**config.mk**
```make
export PLATFORM = sky130hd
export DESIGN_NAME = wino_out_tile_sched
export DESIGN_NICKNAME = d
export VERILOG_FILES = /design/src/rtl/wino_pkg.sv /design/src/rtl/output_2x2_transform.sv /design/src/rtl/wino_out_tile_sched.sv
export SDC_FILE = /design/constraint.sdc
export NUM_CORES = 1
export LEC_CHECK = 0
export CAP_MARGIN = 25
export CORE_UTILIZATION = 40
export DETAILED_ROUTE_END_ITERATION = 7
export DONT_BUFFER_PORTS = 1
export GPL_TIMING_DRIVEN = 0
export PLACE_DENSITY = 0.56
export SETUP_SLACK_MARGIN = 0.02
export SLEW_MARGIN = 30
export SYNTH_ARGS = -nofsm -noshare
export SYNTH_HDL_FRONTEND = slang
export SYNTH_SLANG_ARGS = --single-unit
export TNS_END_PERCENT = 30
```
**constraint.sdc**
```tcl
create_clock -name clk -period 7.19 [get_ports clk]
set_input_delay 1.438 -clock clk [delete_from_list [all_inputs] [get_ports clk]]
set_output_delay 1.438 -clock clk [all_outputs]
set_load 0.005 [all_outputs]
```
**src/rtl/wino_pkg.sv**
```systemverilog
// ============================================================================
//  Module      : wino_pkg
//  Description : Shared types and constants for the Winograd F(2x2,3x3)
//                output-stage tile scheduler.
//  Revision    : 1.0  initial release
// ============================================================================
`default_nettype none

package wino_pkg;

  localparam int c_W_DEF    = 16;
  localparam int c_M_DIM    = 4;
  localparam int c_Y_DIM    = 2;
  localparam int c_M_ELEMS  = c_M_DIM * c_M_DIM;
  localparam int c_Y_ELEMS  = c_Y_DIM * c_Y_DIM;
  localparam int c_M_BITS   = c_M_ELEMS * c_W_DEF;
  localparam int c_Y_BITS   = c_Y_ELEMS * c_W_DEF;

  typedef enum logic [2:0] {
    S_IDLE  = 3'd0,
    S_LOAD  = 3'd1,
    S_XFORM = 3'd2,
    S_WRITE = 3'd3,
    S_FIN   = 3'd4
  } sched_state_t;

endpackage

`default_nettype wire

```
**src/rtl/output_2x2_transform.sv**
```systemverilog
// ============================================================================
//  Module      : output_2x2_transform
//  Description : Y = A^T * M * A for Winograd F(2x2,3x3); STAGES output
//                pipeline registers behind the combinational datapath.
//  Revision    : 1.0  initial release
// ============================================================================
`default_nettype none

module output_2x2_transform
  import wino_pkg::*;
#(
  parameter int W      = c_W_DEF,
  parameter int STAGES = 1
) (
  input  logic                   clk,
  input  logic                   i_rst_n,
  input  logic [c_M_ELEMS*W-1:0] i_m,
  output logic [c_Y_ELEMS*W-1:0] o_y
);

  logic signed [W-1:0]    w_m  [c_M_ELEMS];
  logic signed [W-1:0]    w_t0 [c_M_DIM];
  logic signed [W-1:0]    w_t1 [c_M_DIM];
  logic [c_Y_ELEMS*W-1:0] w_y;

  // Element (r,c) lives at bits [(r*4+c)*W +: W]; results wrap to W bits.
  always_comb begin
    for (int i = 0; i < c_M_ELEMS; i++) begin
      w_m[i] = i_m[i*W +: W];
    end
    for (int c = 0; c < c_M_DIM; c++) begin
      w_t0[c] = w_m[c] + w_m[4+c] + w_m[8+c];
      w_t1[c] = w_m[4+c] - w_m[8+c] - w_m[12+c];
    end
    w_y = {w_t1[1] - w_t1[2] - w_t1[3],
           w_t1[0] + w_t1[1] + w_t1[2],
           w_t0[1] - w_t0[2] - w_t0[3],
           w_t0[0] + w_t0[1] + w_t0[2]};
  end

  generate
    if (STAGES == 0) begin : g_comb
      assign o_y = w_y;
    end else begin : g_pipe
      logic [c_Y_ELEMS*W-1:0] r_pipe [STAGES];

      always_ff @(posedge clk) begin
        if (!i_rst_n) begin
          for (int s = 0; s < STAGES; s++) begin
            r_pipe[s] <= '0;
          end
        end else begin
          r_pipe[0] <= w_y;
          for (int s = 1; s < STAGES; s++) begin
            r_pipe[s] <= r_pipe[s-1];
          end
        end
      end

      assign o_y = r_pipe[STAGES-1];
    end
  endgenerate

endmodule

`default_nettype wire

```
**src/rtl/wino_out_tile_sched.sv**
```systemverilog
// ============================================================================
//  Module      : wino_out_tile_sched
//  Description : Feeds 4x4 M tiles one at a time through the output transform
//                and presents each 2x2 result with its tile coordinates.
//  Revision    : 1.0  initial release
// ============================================================================
`default_nettype none

module wino_out_tile_sched
  import wino_pkg::*;
#(
  parameter int W         = c_W_DEF,
  parameter int XFORM_LAT = 2,
  parameter int TW        = 8
) (
  input  logic                   clk,
  input  logic                   rst,
  input  logic                   start,
  input  logic [TW-1:0]          tiles_x,
  input  logic [TW-1:0]          tiles_y,
  output logic                   busy,
  output logic                   done,
  input  logic                   m_valid,
  output logic                   m_ready,
  input  logic [c_M_ELEMS*W-1:0] m_data,
  output logic                   out_valid,
  input  logic                   out_ready,
  output logic [c_Y_ELEMS*W-1:0] out_data,
  output logic [TW-1:0]          out_tile_x,
  output logic [TW-1:0]          out_tile_y,
  output logic                   out_last
);

  localparam int              c_LCW      = (XFORM_LAT > 1) ? $clog2(XFORM_LAT) : 1;
  localparam logic [c_LCW-1:0] c_LAT_TERM = c_LCW'(XFORM_LAT - 1);

  sched_state_t           r_state;
  sched_state_t           w_next;
  logic [TW-1:0]          r_tiles_x;
  logic [TW-1:0]          r_tiles_y;
  logic [TW-1:0]          r_tx;
  logic [TW-1:0]          r_ty;
  logic [c_LCW-1:0]       r_lat_cnt;
  logic [c_M_ELEMS*W-1:0] r_m_in;
  logic [c_Y_ELEMS*W-1:0] w_y;
  logic                   w_rst_n;
  logic                   w_start_ok;
  logic                   w_lat_term;
  logic                   w_tx_wrap;
  logic                   w_is_last;

  logic                   r_busy;
  logic                   r_done;
  logic                   r_m_ready;
  logic                   r_out_valid;
  logic                   r_out_last;
  logic [c_Y_ELEMS*W-1:0] r_out_data;
  logic [TW-1:0]          r_out_tx;
  logic [TW-1:0]          r_out_ty;

  assign w_rst_n    = ~rst;
  assign w_start_ok = start && (tiles_x != '0) && (tiles_y != '0);
  assign w_lat_term = (r_lat_cnt == c_LAT_TERM);
  assign w_tx_wrap  = (r_tx == r_tiles_x - TW'(1));
  assign w_is_last  = w_tx_wrap && (r_ty == r_tiles_y - TW'(1));

  output_2x2_transform #(
    .W      (W),
    .STAGES (XFORM_LAT - 1)
  ) u_xform (
    .clk     (clk),
    .i_rst_n (w_rst_n),
    .i_m     (r_m_in),
    .o_y     (w_y)
  );

  always_comb begin
    w_next = r_state;
    case (r_state)
      S_IDLE: begin
        if (start) begin
          w_next = w_start_ok ? S_LOAD : S_FIN;
        end
      end
      S_LOAD: begin
        if (m_valid) begin
          w_next = S_XFORM;
        end
      end
      S_XFORM: begin
        if (w_lat_term) begin
          w_next = S_WRITE;
        end
      end
      S_WRITE: begin
        if (out_ready) begin
          w_next = r_out_last ? S_FIN : S_LOAD;
        end
      end
      S_FIN:   w_next = S_IDLE;
      default: w_next = S_IDLE;
    endcase
  end

  // Control outputs are registered from the next state so nothing downstream
  // sees a combinational path from m_valid or out_ready.
  always_ff @(posedge clk) begin
    if (rst) begin
      r_state     <= S_IDLE;
      r_busy      <= 1'b0;
      r_done      <= 1'b0;
      r_m_ready   <= 1'b0;
      r_out_valid <= 1'b0;
      r_out_last  <= 1'b0;
      r_out_data  <= '0;
      r_out_tx    <= '0;
      r_out_ty    <= '0;
      r_tiles_x   <= '0;
      r_tiles_y   <= '0;
      r_tx        <= '0;
      r_ty        <= '0;
      r_lat_cnt   <= '0;
      r_m_in      <= '0;
    end else begin
      r_state     <= w_next;
      r_m_ready   <= (w_next == S_LOAD);
      r_out_valid <= (w_next == S_WRITE);
      r_done      <= (w_next == S_FIN);
      // A zero-tile pass goes IDLE->FIN and never raises busy.
      r_busy      <= (w_next == S_LOAD) || (w_next == S_XFORM) ||
                     (w_next == S_WRITE) ||
                     ((w_next == S_FIN) && (r_state == S_WRITE));

      case (r_state)
        S_IDLE: begin
          if (w_start_ok) begin
            r_tiles_x <= tiles_x;
            r_tiles_y <= tiles_y;
            r_tx      <= '0;
            r_ty      <= '0;
          end
        end
        S_LOAD: begin
          if (m_valid) begin
            r_m_in    <= m_data;
            r_lat_cnt <= '0;
          end
        end
        S_XFORM: begin
          r_lat_cnt <= r_lat_cnt + c_LCW'(1);
          if (w_lat_term) begin
            r_out_data <= w_y;
            r_out_tx   <= r_tx;
            r_out_ty   <= r_ty;
            r_out_last <= w_is_last;
          end
        end
        S_WRITE: begin
          if (out_ready && !r_out_last) begin
            if (w_tx_wrap) begin
              r_tx <= '0;
              r_ty <= r_ty + TW'(1);
            end else begin
              r_tx <= r_tx + TW'(1);
            end
          end
        end
        default: begin
        end
      endcase
    end
  end

  assign busy       = r_busy;
  assign done       = r_done;
  assign m_ready    = r_m_ready;
  assign out_valid  = r_out_valid;
  assign out_data   = r_out_data;
  assign out_tile_x = r_out_tx;
  assign out_tile_y = r_out_ty;
  assign out_last   = r_out_last;

endmodule

`default_nettype wire
```
==> out/results.ini, run 1 <==
[placement]
dpl.cell_count = 3965
dp_hpwl_microns = 74700
gp_congestion = 0.930
dp_slack_ns = 0.00717
dpl_cell_area_sq_um = 27500
port_buffers = 0

[power]
power_frac_clock_pct = 20.4
combPwrFrac_pct = 57.0
p_int_mw = 6.98
switching_share_pct = 44.2
finalPower_mw = 12.5
vdd_drop_max_mv = 0.395
pwr_density_cell_nw_per_um2 = 428
power.leakage_nw = 11.5
p_seq_share_pct = 22.6
p_sw_mw = 5.53

[job]
cap_violations = 0

[clock_network]
cts_made_buffers = 50
cts_tree = built
insertion_delay_ns = 0.61
clock_path_buffers = 3
cts-hold-fix-buffers = 0
h-tree-depth = 2
cts_root_buf = clkbuf_16
clk_pin_slew_ns = 0.06
cts_num_sinks = 441

[sta]
worst_pin_slew_ns = 1.06
setup_slack_ns = 0.384
hold_viol = 0
skew_ns = 0.0230
min_period_over_period_pct = 94.7
fmax_mhz = 147
slew_violations = 0
setup_viol = 0
rsz0062_at_grt = false
period_needed_ns = 6.81
whs_ns = 0.425
fin_setup_tns_ns = 0
slew_headroom_pct = 28.8

[yosys]
synth_edf_count = 0
synth.distinct_cells = 60
synthArstFlopShare_pct = 0
synthSimpleGateAreaFrac_pct = 16.8
synth_top_area_share_pct = 33.5
synth_top_family_by_area = adder cells
synth_compound_area_share_pct = 13.0
post-synth-top-count-cell = nand2_1
seq_area_frac_synth_pct = 33.5
synth-main-ff-cell = dfxtp_1
synthesis.nets = 3753
ys_top_cells_by_area = dfxtp_1 (34%), fa_1 (18%), nand2_1 (10%), a21oi_1 (7.8%), ha_1 (6.0%)
synth_area_sq_um = 26300
synth-xor-area-share_pct = 4.62
yosys.area.top_type = dfxtp_1
synth_adder_area_share_pct = 24.3
yosys_warnings = 0
syn_avg_cell_area_sq_um = 8.48
synthTopCellsByCount = nand2_1 (720), dfxtp_1 (441), a21oi_1 (410)
ys_ff_latch = 441
synth_cells = 3108
synth.area.mux_share_pct = 0.883

[drt]
wl_per_cell_microns = 22.0
routed_wl_microns = 89400
dr.pass1.iters = 7
remaining_drc_errors = 0
vias = 21000
vias_per_cell = 5.16
drt-initial-drc-count = 1370
ant_nets = 0

[critical_path]
crit_required_ns = 7.67
path_class = register to register
timing.rr.start = r_m_in[34]$_SDFFE_PP0P_
ff2ff_setup_slack_ns = 0.38
rr_endpoint = u_xform.g_pipe.r_pipe[0][31]$_SDFF_PP0_
end_kind = register
critPathArrivalTime_ns = 7.28
worstPathMaxFanout = 6
r2r_cells = 20
start_kind = register

[floorplan]
die_area_sq_um = 66900
initial_utilization_pct = 40.6
io-pin-count = 362
die_h_microns = 259
fp-row-count = 93
fp.coreArea_sq_um = 64800
die-width_microns = 259

[grt]
grt_pass1_wl_microns = 129000
grt_max_degree = 15
grt.overflow.total = 0
antenna_found_initial = 26
grt_usage_pct = 26.5
grt_pass1_vias = 21000

[cells_and_area]
drive_above_1_share_pct = 4.00
fin_area_sq_um = 29200
fillers = 6441
area_growth_pct = 10.9
nets = 3807
final_cells = 4066
utilization_pct = 45.1

[worst_hold_path]
hp-start = u_xform.g_pipe.r_pipe[0][60]$_SDFF_PP0_
hold_class = register to register
hold_end = out_data[60]$_SDFFE_PP0P_
whs_path_depth = 2

[status]
status = complete, no violations

-- cell usage in the layout (no fill, tap or decap), types with 33 or more instances in the layout --
| cell type | n |
|---|---|
| or3_1 | 35 |
| fa_1 | 241 |
| nand3_1 | 33 |
| clkbuf_1 | 119 |
| nand2_1 | 720 |
| clkbuf_16 | 50 |
| dfxtp_1 | 441 |
| nor3_1 | 41 |
| o21ai_0 | 61 |
| xnor2_1 | 85 |
| inv_1 | 347 |
| a21oi_1 | 410 |
| xor2_1 | 47 |
| ha_1 | 127 |
| nor2_1 | 129 |
-- kinds of logic (layout without fill, tap and decap cells) --
group,after synthesis,count (layout)
multiplexers,23,23
flip-flops,441,441
buffers and inverters,477,568
AND/OR/NAND/NOR,1058,1058
adder cells (fa/ha/maj),368,368
AO/OA/AOI/OAI,602,602
other,0,12
XOR/XNOR,139,139
-- flip-flops by register name, summed over array words and instances (netlist names), 3 cells and up --
name                   flops
r_m_in                   256
out_data                  64
u_xform.g_pipe.r_pipe     64
r_ty                       8
r_tx                       8
r_tiles_x                  8
r_state                    3
out_tile_x                 8
r_tiles_y                  8
out_tile_y                 8
-- layer usage --
layer	GRT usage, %	share of wire (%)	up-vias
met3	7.74	7.9	173
met4	9.94	3.8	24
li1	-	-	10100
met1	31.2	40	9994
met5	0	0.16	-
met2	45.5	48	640
-- worst max-delay path: stages (launching register included) --
cell	delay, ns
dfxtp_1	0.33
fa_1	0.62
ha_1	0.26
a21o_1	0.18
a21oi_1	0.31
o21bai_1	0.13
a211oi_1	0.32
o31ai_1	0.18
o41ai_2	0.42
nor3_1	0.15
nor4b_4	0.52
fa_1	0.52
fa_1	0.47
fa_1	0.42
xnor2_1	0.15
xnor2_1	0.14
xnor2_1	0.43
nor4_1	0.09
a2111oi_0	0.55
nand4_1	0.16
o21ai_1	0.34
-- power groups by stage --
stage / Clock [mW] / Combinational [mW] / Sequential (mW)
2_1_floorplan: 0 / 5.04 / 2.83
3_3_place_gp: 0 / 6.77 / 2.88
3_5_place_dp: 0 / 6.88 / 2.88
4_1_cts: 2.60 / 6.93 / 2.82
5_1_grt: 2.71 / 7.89 / 2.84
6_report: 2.56 / 7.13 / 2.82
-- what timing repair did --
| action | in CTS | in global routing |
|---|---|---|
| resized for setup | 1 | 7 |
| setup buffers | 0 | 0 |
| endpoints found under the setup margin | 1 | 2 |
-- final cells by class --
cell class | instances | area, sq um | area share, %
well taps | 855 | 1070 | 3.66
repair buffers | 2 | 31.3 | 0.107
plain buffers | 130 | 505 | 1.73
diodes | 12 | 30.0 | 0.103
multi-input cells | 2190 | 15800 | 54.2
inverters | 347 | 1300 | 4.46
clock buffers | 65 | 1390 | 4.75
flip-flops and latches | 441 | 8830 | 30.2
clock inverters | 24 | 238 | 0.814
-- worst max path at each step --
stage	from	end	slack, ns	depth (start not counted)
after floorplan	r_m_in[98]$_SDFFE_PP0P_	u_xform.g_pipe.r_pipe[0][31]$_SDFF_PP0_	1.24	21
after global placement	r_m_in[98]$_SDFFE_PP0P_	u_xform.g_pipe.r_pipe[0][31]$_SDFF_PP0_	-0.37	20
after detailed placement	r_m_in[98]$_SDFFE_PP0P_	u_xform.g_pipe.r_pipe[0][31]$_SDFF_PP0_	0.007	20
after CTS	r_m_in[98]$_SDFFE_PP0P_	u_xform.g_pipe.r_pipe[0][31]$_SDFF_PP0_	0.17	20
after global routing	r_m_in[96]$_SDFFE_PP0P_	u_xform.g_pipe.r_pipe[0][63]$_SDFF_PP0_	0.01	24
final	r_m_in[34]$_SDFFE_PP0P_	u_xform.g_pipe.r_pipe[0][31]$_SDFF_PP0_	0.38	20
No activity file was read; power rests on OpenSTA's default activity.
==> run 2, diff against run 1 <==
Settings changed: SKIP_CTS_REPAIR_TIMING from default to 1.
Clock period 7.19 ns to 8.8 ns, I/O delays scaled along.
==> run 2 against run 1 <==
  * Count of clock-buffer cells in the layout did not move
  * Register-to-register slack improved by 1.1 ns
  * Global-route usage barely moved
  * Sequential cell count did not move
  * Largest cell class unchanged
  * Die area did not move
  * Cell area fell by 0.20%
  * Sequential power fell by 18%
  * Maximum frequency fell by 7.0%
  * Core utilization fell by 0.091 points
  * Cell count barely moved
  * Via count barely moved
  * Combinational power fell by 19%
  * Critical path type unchanged
==> out/results.ini, run 2 (same netlist as run 1, synthesis figures left out) <==
[placement]
dpl_cell_area_sq_um = 27500  ; unchanged
dp_hpwl_microns = 74700  ; unchanged
port_buffers = 0  ; unchanged
gp_congestion = 0.930  ; unchanged

[critical_path]
crit_path_start = r_m_in[34]$_SDFFE_PP0P_
crit_required_ns = 9.24  ; +1.57 ns
critPathMaxStageDelay_ns = 0.69  ; +0.07 ns
start_kind = register
timing.rr.start = r_m_in[34]$_SDFFE_PP0P_
crit_top_cell = fa_1
critPathSlowestCell = nor4b_2
worstPathMaxFanout = 6  ; unchanged
end_kind = register
path_class = register to register
cp_num_buf_inv = 0  ; unchanged
path_delay_family = compound AO/OA/AOI/OAI gates
crit_chain = fa_1 > ha_1 > a21o_1 > a21oi_1 > o21bai_1 > a211oi_1 > o31ai_1 > o41ai_1 > nor3_1 > nor4b_2 > fa_1 > fa_1 > fa_1 > xnor2_1 > xnor2_1 > xnor2_1 > nor4_1 > a2111oi_0 > nand4_1 > o21ai_0
critPathArrivalTime_ns = 7.76  ; +0.48 ns

[drt]
vias_per_cell = 5.16  ; about the same
ant_nets = 0  ; unchanged
routed_wl_microns = 89100  ; -0.30%
wl_per_cell_microns = 21.9  ; -0.23%
remaining_drc_errors = 0  ; unchanged
drt-initial-drc-count = 1357  ; -0.95%
dr.pass1.iters = 5  ; -2
vias = 21000  ; -0.062%

[power]
pwr_density_cell_nw_per_um2 = 348  ; -19%
p_seq_share_pct = 22.7  ; about the same
vdd_drop_max_mv = 0.315  ; -20%
power_frac_clock_pct = 20.6  ; +0.2 points
p_sw_mw = 4.47  ; -19%
power.leakage_nw = 11.5  ; -0.29%
combPwrFrac_pct = 56.7  ; -0.3 points
p_int_mw = 5.68  ; -19%
switching_share_pct = 44.0  ; -0.17 points

[floorplan]
initial_utilization_pct = 40.6  ; unchanged
die-width_microns = 259  ; unchanged
fp.coreArea_sq_um = 64800  ; unchanged
die_h_microns = 259  ; unchanged
fp-row-count = 93  ; unchanged
die_area_sq_um = 66900  ; unchanged
io-pin-count = 362  ; unchanged

[cells_and_area]
fillers = 6444  ; +0.047%
area_growth_pct = 10.7
fin_area_sq_um = 29200  ; -0.20%
final_cell_mix = nand2_1 (720), dfxtp_1 (441), a21oi_1 (410), inv_1 (347), fa_1 (241)
drive_above_1_share_pct = 3.88  ; -0.13 points
mostFrequentLayoutCell = nand2_1
largest_register = r_m_in
largest_reg_flops = 256  ; unchanged
nets = 3807  ; unchanged

[sta]
setup_viol = 0  ; unchanged
fmax_mhz = 137  ; -7.0%
slew_violations = 0  ; unchanged
rsz0062_at_grt = false
period_needed_ns = 7.32  ; +0.511 ns
hold_viol = 0  ; unchanged
skew_ns = 0.0245  ; +0.00146 ns
fin_setup_tns_ns = 0  ; unchanged
slew_headroom_pct = 32.0  ; +3.2 points
worst_pin_slew_ns = 1.01  ; -0.0475 ns
min_period_over_period_pct = 83.1  ; -12 points

[clock_network]
h-tree-depth = 2  ; unchanged
clock_path_buffers = 3  ; unchanged
cts_tree = built
cts_root_buf = clkbuf_16
insertion_delay_ns = 0.61  ; about the same
cts_num_sinks = 441  ; unchanged
clk_pin_slew_ns = 0.06  ; about the same
cts_made_buffers = 50  ; unchanged

[grt]
grt_pass1_vias = 20900  ; -0.11%
grt_pass1_wl_microns = 129000  ; about the same
grt.overflow.total = 0  ; unchanged
antenna_found_initial = 26  ; unchanged
grt_usage_pct = 26.5  ; about the same
grt_max_degree = 15  ; unchanged

[worst_hold_path]
hp-start = u_xform.g_pipe.r_pipe[0][60]$_SDFF_PP0_
hold_class = register to register

[status]
status = complete, no violations

[job]
cap_violations = 0  ; unchanged

-- run 2: per-stage QoR --
step	utilization, %	worst slack [ns]	power, mW	instances	hold WS [ns]
after global placement	42.3	1.24	7.88	3963	0.423
after global routing	45.0	1.15	11.0	4057	0.440
after CTS	44.9	1.60	10.1	4054	0.426
after floorplan	-	2.85	6.43	3108	0.417
final	45.0	1.48	10.1	4063	0.427
after detailed placement	42.4	1.62	7.97	3965	0.428
-- run 2: layer usage --
| metal | part of all wire (%) | GRT usage, % | vias up |
|---|---|---|---|
| li1 | - | - | 10100 |
| met1 | 40 | 31.2 | 10000 |
| met2 | 48 | 45.8 | 611 |
| met3 | 7.7 | 7.63 | 172 |
| met4 | 3.7 | 9.27 | 28 |
| met5 | 0.20 | 0 | - |
-- run 2: power groups by stage --
stage | sequential [mW] | clock, mW | combinational (mW)
final | 2.31 | 2.09 | 5.75
after global routing | 2.32 | 2.22 | 6.41
after CTS | 2.31 | 2.13 | 5.66
after detailed placement | 2.35 | 0 | 5.62
after global placement | 2.35 | 0 | 5.53
after floorplan | 2.32 | 0 | 4.12
-- run 2: area by class of cell --
type	instances	area, sq um	share of cell area (%)
Antenna cell	9	22.5	0.0773
Timing Repair Buffer	2	31.3	0.107
Inverter	347	1300	4.47
Buffer	130	505	1.73
Multi-Input combinational cell	2190	15800	54.1
Sequential cell	441	8830	30.3
Clock buffer	65	1390	4.76
Tap cell	855	1070	3.67
Clock inverter	24	238	0.815
-- run 2: final timing paths --
path	end	slack, ns	cells after the start
setup / recovery	u_xform.g_pipe.r_pipe[0][31]$_SDFF_PP0_	1.48	20
hold / removal	out_data[60]$_SDFFE_PP0P_	0.43	2
setup reg to reg	u_xform.g_pipe.r_pipe[0][31]$_SDFF_PP0_	1.48	20
hold reg to reg	out_data[60]$_SDFFE_PP0P_	0.43	2
-- run 2: tightest hold or removal path, stage by stage (launching register included) --
cell     delay, ns
dfxtp_1       0.30
nand2_1       0.05
a21oi_1       0.05
==> run 3, diff against run 2 <==
Clock period 8.8 ns to 7 ns, I/O delays scaled along.
==> run 3 against run 2 <==
  * Clock skew is 0.0019 ns higher
  * Critical path depth stayed put
  * Non-clock buffer count is 1 higher
  * Core utilization is 0.12 points higher
  * Via count is 0.19% higher
  * Register-to-register slack worse by 1.3 ns
  * Sequential share of layout area is 0.082 points lower
  * Setup slack worse by 1.3 ns
  * Maximum frequency is 7.5% higher
  * Power is 27% higher
  * Worst hold slack worse by 0.0030 ns
  * Sequential power is 26% higher
  * Critical endpoint unchanged
  * Highest routed layer unchanged
==> out/results.ini, run 3 (same netlist as run 1, synthesis figures left out) <==
[sta]
setup_viol = 0  ; unchanged
skew_ns = 0.0264  ; +0.00190 ns
period_needed_ns = 6.80  ; -0.513 ns
worst_pin_slew_ns = 0.998  ; -0.0156 ns
slew_violations = 0  ; unchanged
setup_slack_ns = 0.197  ; -1.29 ns
fin_setup_tns_ns = 0  ; unchanged
slew_headroom_pct = 33.0  ; +1.0 points
min_period_over_period_pct = 97.2  ; +14 points
whs_ns = 0.424  ; -0.00301 ns
rsz0062_at_grt = true
hold_viol = 0  ; unchanged
fmax_mhz = 147  ; +7.5%

[worst_hold_path]
hold_class = register to register

[floorplan]
initial_utilization_pct = 40.6  ; unchanged
die_h_microns = 259  ; unchanged
die_area_sq_um = 66900  ; unchanged
io-pin-count = 362  ; unchanged
die-width_microns = 259  ; unchanged
fp-row-count = 93  ; unchanged
fp.coreArea_sq_um = 64800  ; unchanged

[cells_and_area]
nets = 3808  ; +0.026%
utilization_pct = 45.1  ; +0.12 points
fillers = 6440  ; -0.062%
area_growth_pct = 11.0
final_cells = 4064  ; +0.025%
mostFrequentLayoutCell = nand2_1
largest_reg_flops = 256  ; unchanged
final_cell_mix = nand2_1 (720), dfxtp_1 (441), a21oi_1 (410), inv_1 (347), fa_1 (241)
fin_area_sq_um = 29200  ; +0.27%
drive_above_1_share_pct = 4.13  ; +0.25 points
largest_register = r_m_in

[drt]
routed_wl_microns = 89400  ; +0.36%
vias_per_cell = 5.17  ; +0.16%
vias = 21000  ; +0.19%
wl_per_cell_microns = 22.0  ; +0.34%
dr.pass1.iters = 5  ; unchanged
remaining_drc_errors = 0  ; unchanged
drt-initial-drc-count = 1503  ; +11%
ant_nets = 0  ; unchanged

[placement]
port_buffers = 0  ; unchanged
dp_hpwl_microns = 74700  ; unchanged
gp_congestion = 0.930  ; unchanged
dpl.cell_count = 3965  ; unchanged
dpl_cell_area_sq_um = 27500  ; unchanged
dp_slack_ns = -0.183  ; -1.80 ns

[job]
cap_violations = 0  ; unchanged

[power]
finalPower_mw = 12.9  ; +27%
pwr_density_cell_nw_per_um2 = 440  ; +26%
vdd_drop_max_mv = 0.380  ; +21%
power.leakage_nw = 11.5  ; +0.42%

[critical_path]
start_kind = register
critPathMaxStageDelay_ns = 0.62  ; -0.07 ns
critPathArrivalTime_ns = 7.28  ; -0.48 ns
end_kind = register
worstPathMaxFanout = 6  ; unchanged
crit_required_ns = 7.48  ; -1.76 ns
path_class = register to register
critPathSlowestCell = fa_1
crit_chain = fa_1 > ha_1 > a21o_1 > a21oi_1 > o21bai_1 > a211oi_1 > o31ai_1 > o41ai_2 > nor3_1 > nor4b_4 > fa_1 > fa_1 > fa_1 > xnor2_1 > xnor2_1 > xnor2_1 > nor4_1 > a2111oi_0 > nand4_1 > o21ai_1
crit_top_cell = fa_1

[clock_network]
clk_pin_slew_ns = 0.06  ; about the same
cts_made_buffers = 50  ; unchanged
cts_num_sinks = 441  ; unchanged
h-tree-depth = 2  ; unchanged
cts_root_buf = clkbuf_16
clock_path_buffers = 3  ; unchanged
cts_tree = built
insertion_delay_ns = 0.61  ; about the same

[grt]
grt_pass1_vias = 20900  ; unchanged
grt_max_degree = 15  ; unchanged
grt_usage_pct = 26.5  ; unchanged
grt.overflow.total = 0  ; unchanged
antenna_found_initial = 26  ; unchanged
grt_pass1_wl_microns = 129000  ; unchanged

[status]
status = complete, no violations

==> run 3: power by group <==
part / internal, mW / total (mW) / switching [mW]
Sequential: 2.78 / 2.90 / 0.121
Clock: 1.51 / 2.63 / 1.12
Combinational: 2.90 / 7.34 / 4.44
Total: 7.19 / 12.9 / 5.68
==> run 3: critical path, delay by kind of cell, from the launching register on <==
kind / cells / cell delay (ns)
AOI/OAI and AO/OA: 8 / 2.39
xor gates and xnor gates: 3 / 0.73
adders and majority gates: 5 / 2.28
DFF: 1 / 0.33
and+or+nand+nor: 4 / 0.95
==> run 3: final timing paths <==
path | startpoint | endpoint | slack (ns) | depth (start not counted)
max | r_m_in[34]$_SDFFE_PP0P_ | u_xform.g_pipe.r_pipe[0][31]$_SDFF_PP0_ | 0.20 | 20
min | u_xform.g_pipe.r_pipe[0][60]$_SDFF_PP0_ | out_data[60]$_SDFFE_PP0P_ | 0.42 | 2
max reg2reg | r_m_in[34]$_SDFFE_PP0P_ | u_xform.g_pipe.r_pipe[0][31]$_SDFF_PP0_ | 0.20 | 20
min reg2reg | u_xform.g_pipe.r_pipe[0][60]$_SDFF_PP0_ | out_data[60]$_SDFFE_PP0P_ | 0.42 | 2
==> run 3: per-layer routing <==
metal	up-vias	part of all wire, %	GRT usage, %
met3	170	7.3	7.63
met4	28	3.7	9.27
met2	582	48	45.8
met5	-	0.19	0
li1	10100	-	-
met1	10100	40	31.2
==> run 3: area by class of cell <==
cell class	count	area, sq um	area share, %
timing repair buffer	3	38.8	0.133
sequential	441	8830	30.2
clock inverter	24	238	0.813
multi-input combinational	2190	15800	54.2
inverter	347	1300	4.46
antenna	9	22.5	0.0770
tap	855	1070	3.66
buffer	130	505	1.73
clock buffer	65	1390	4.75
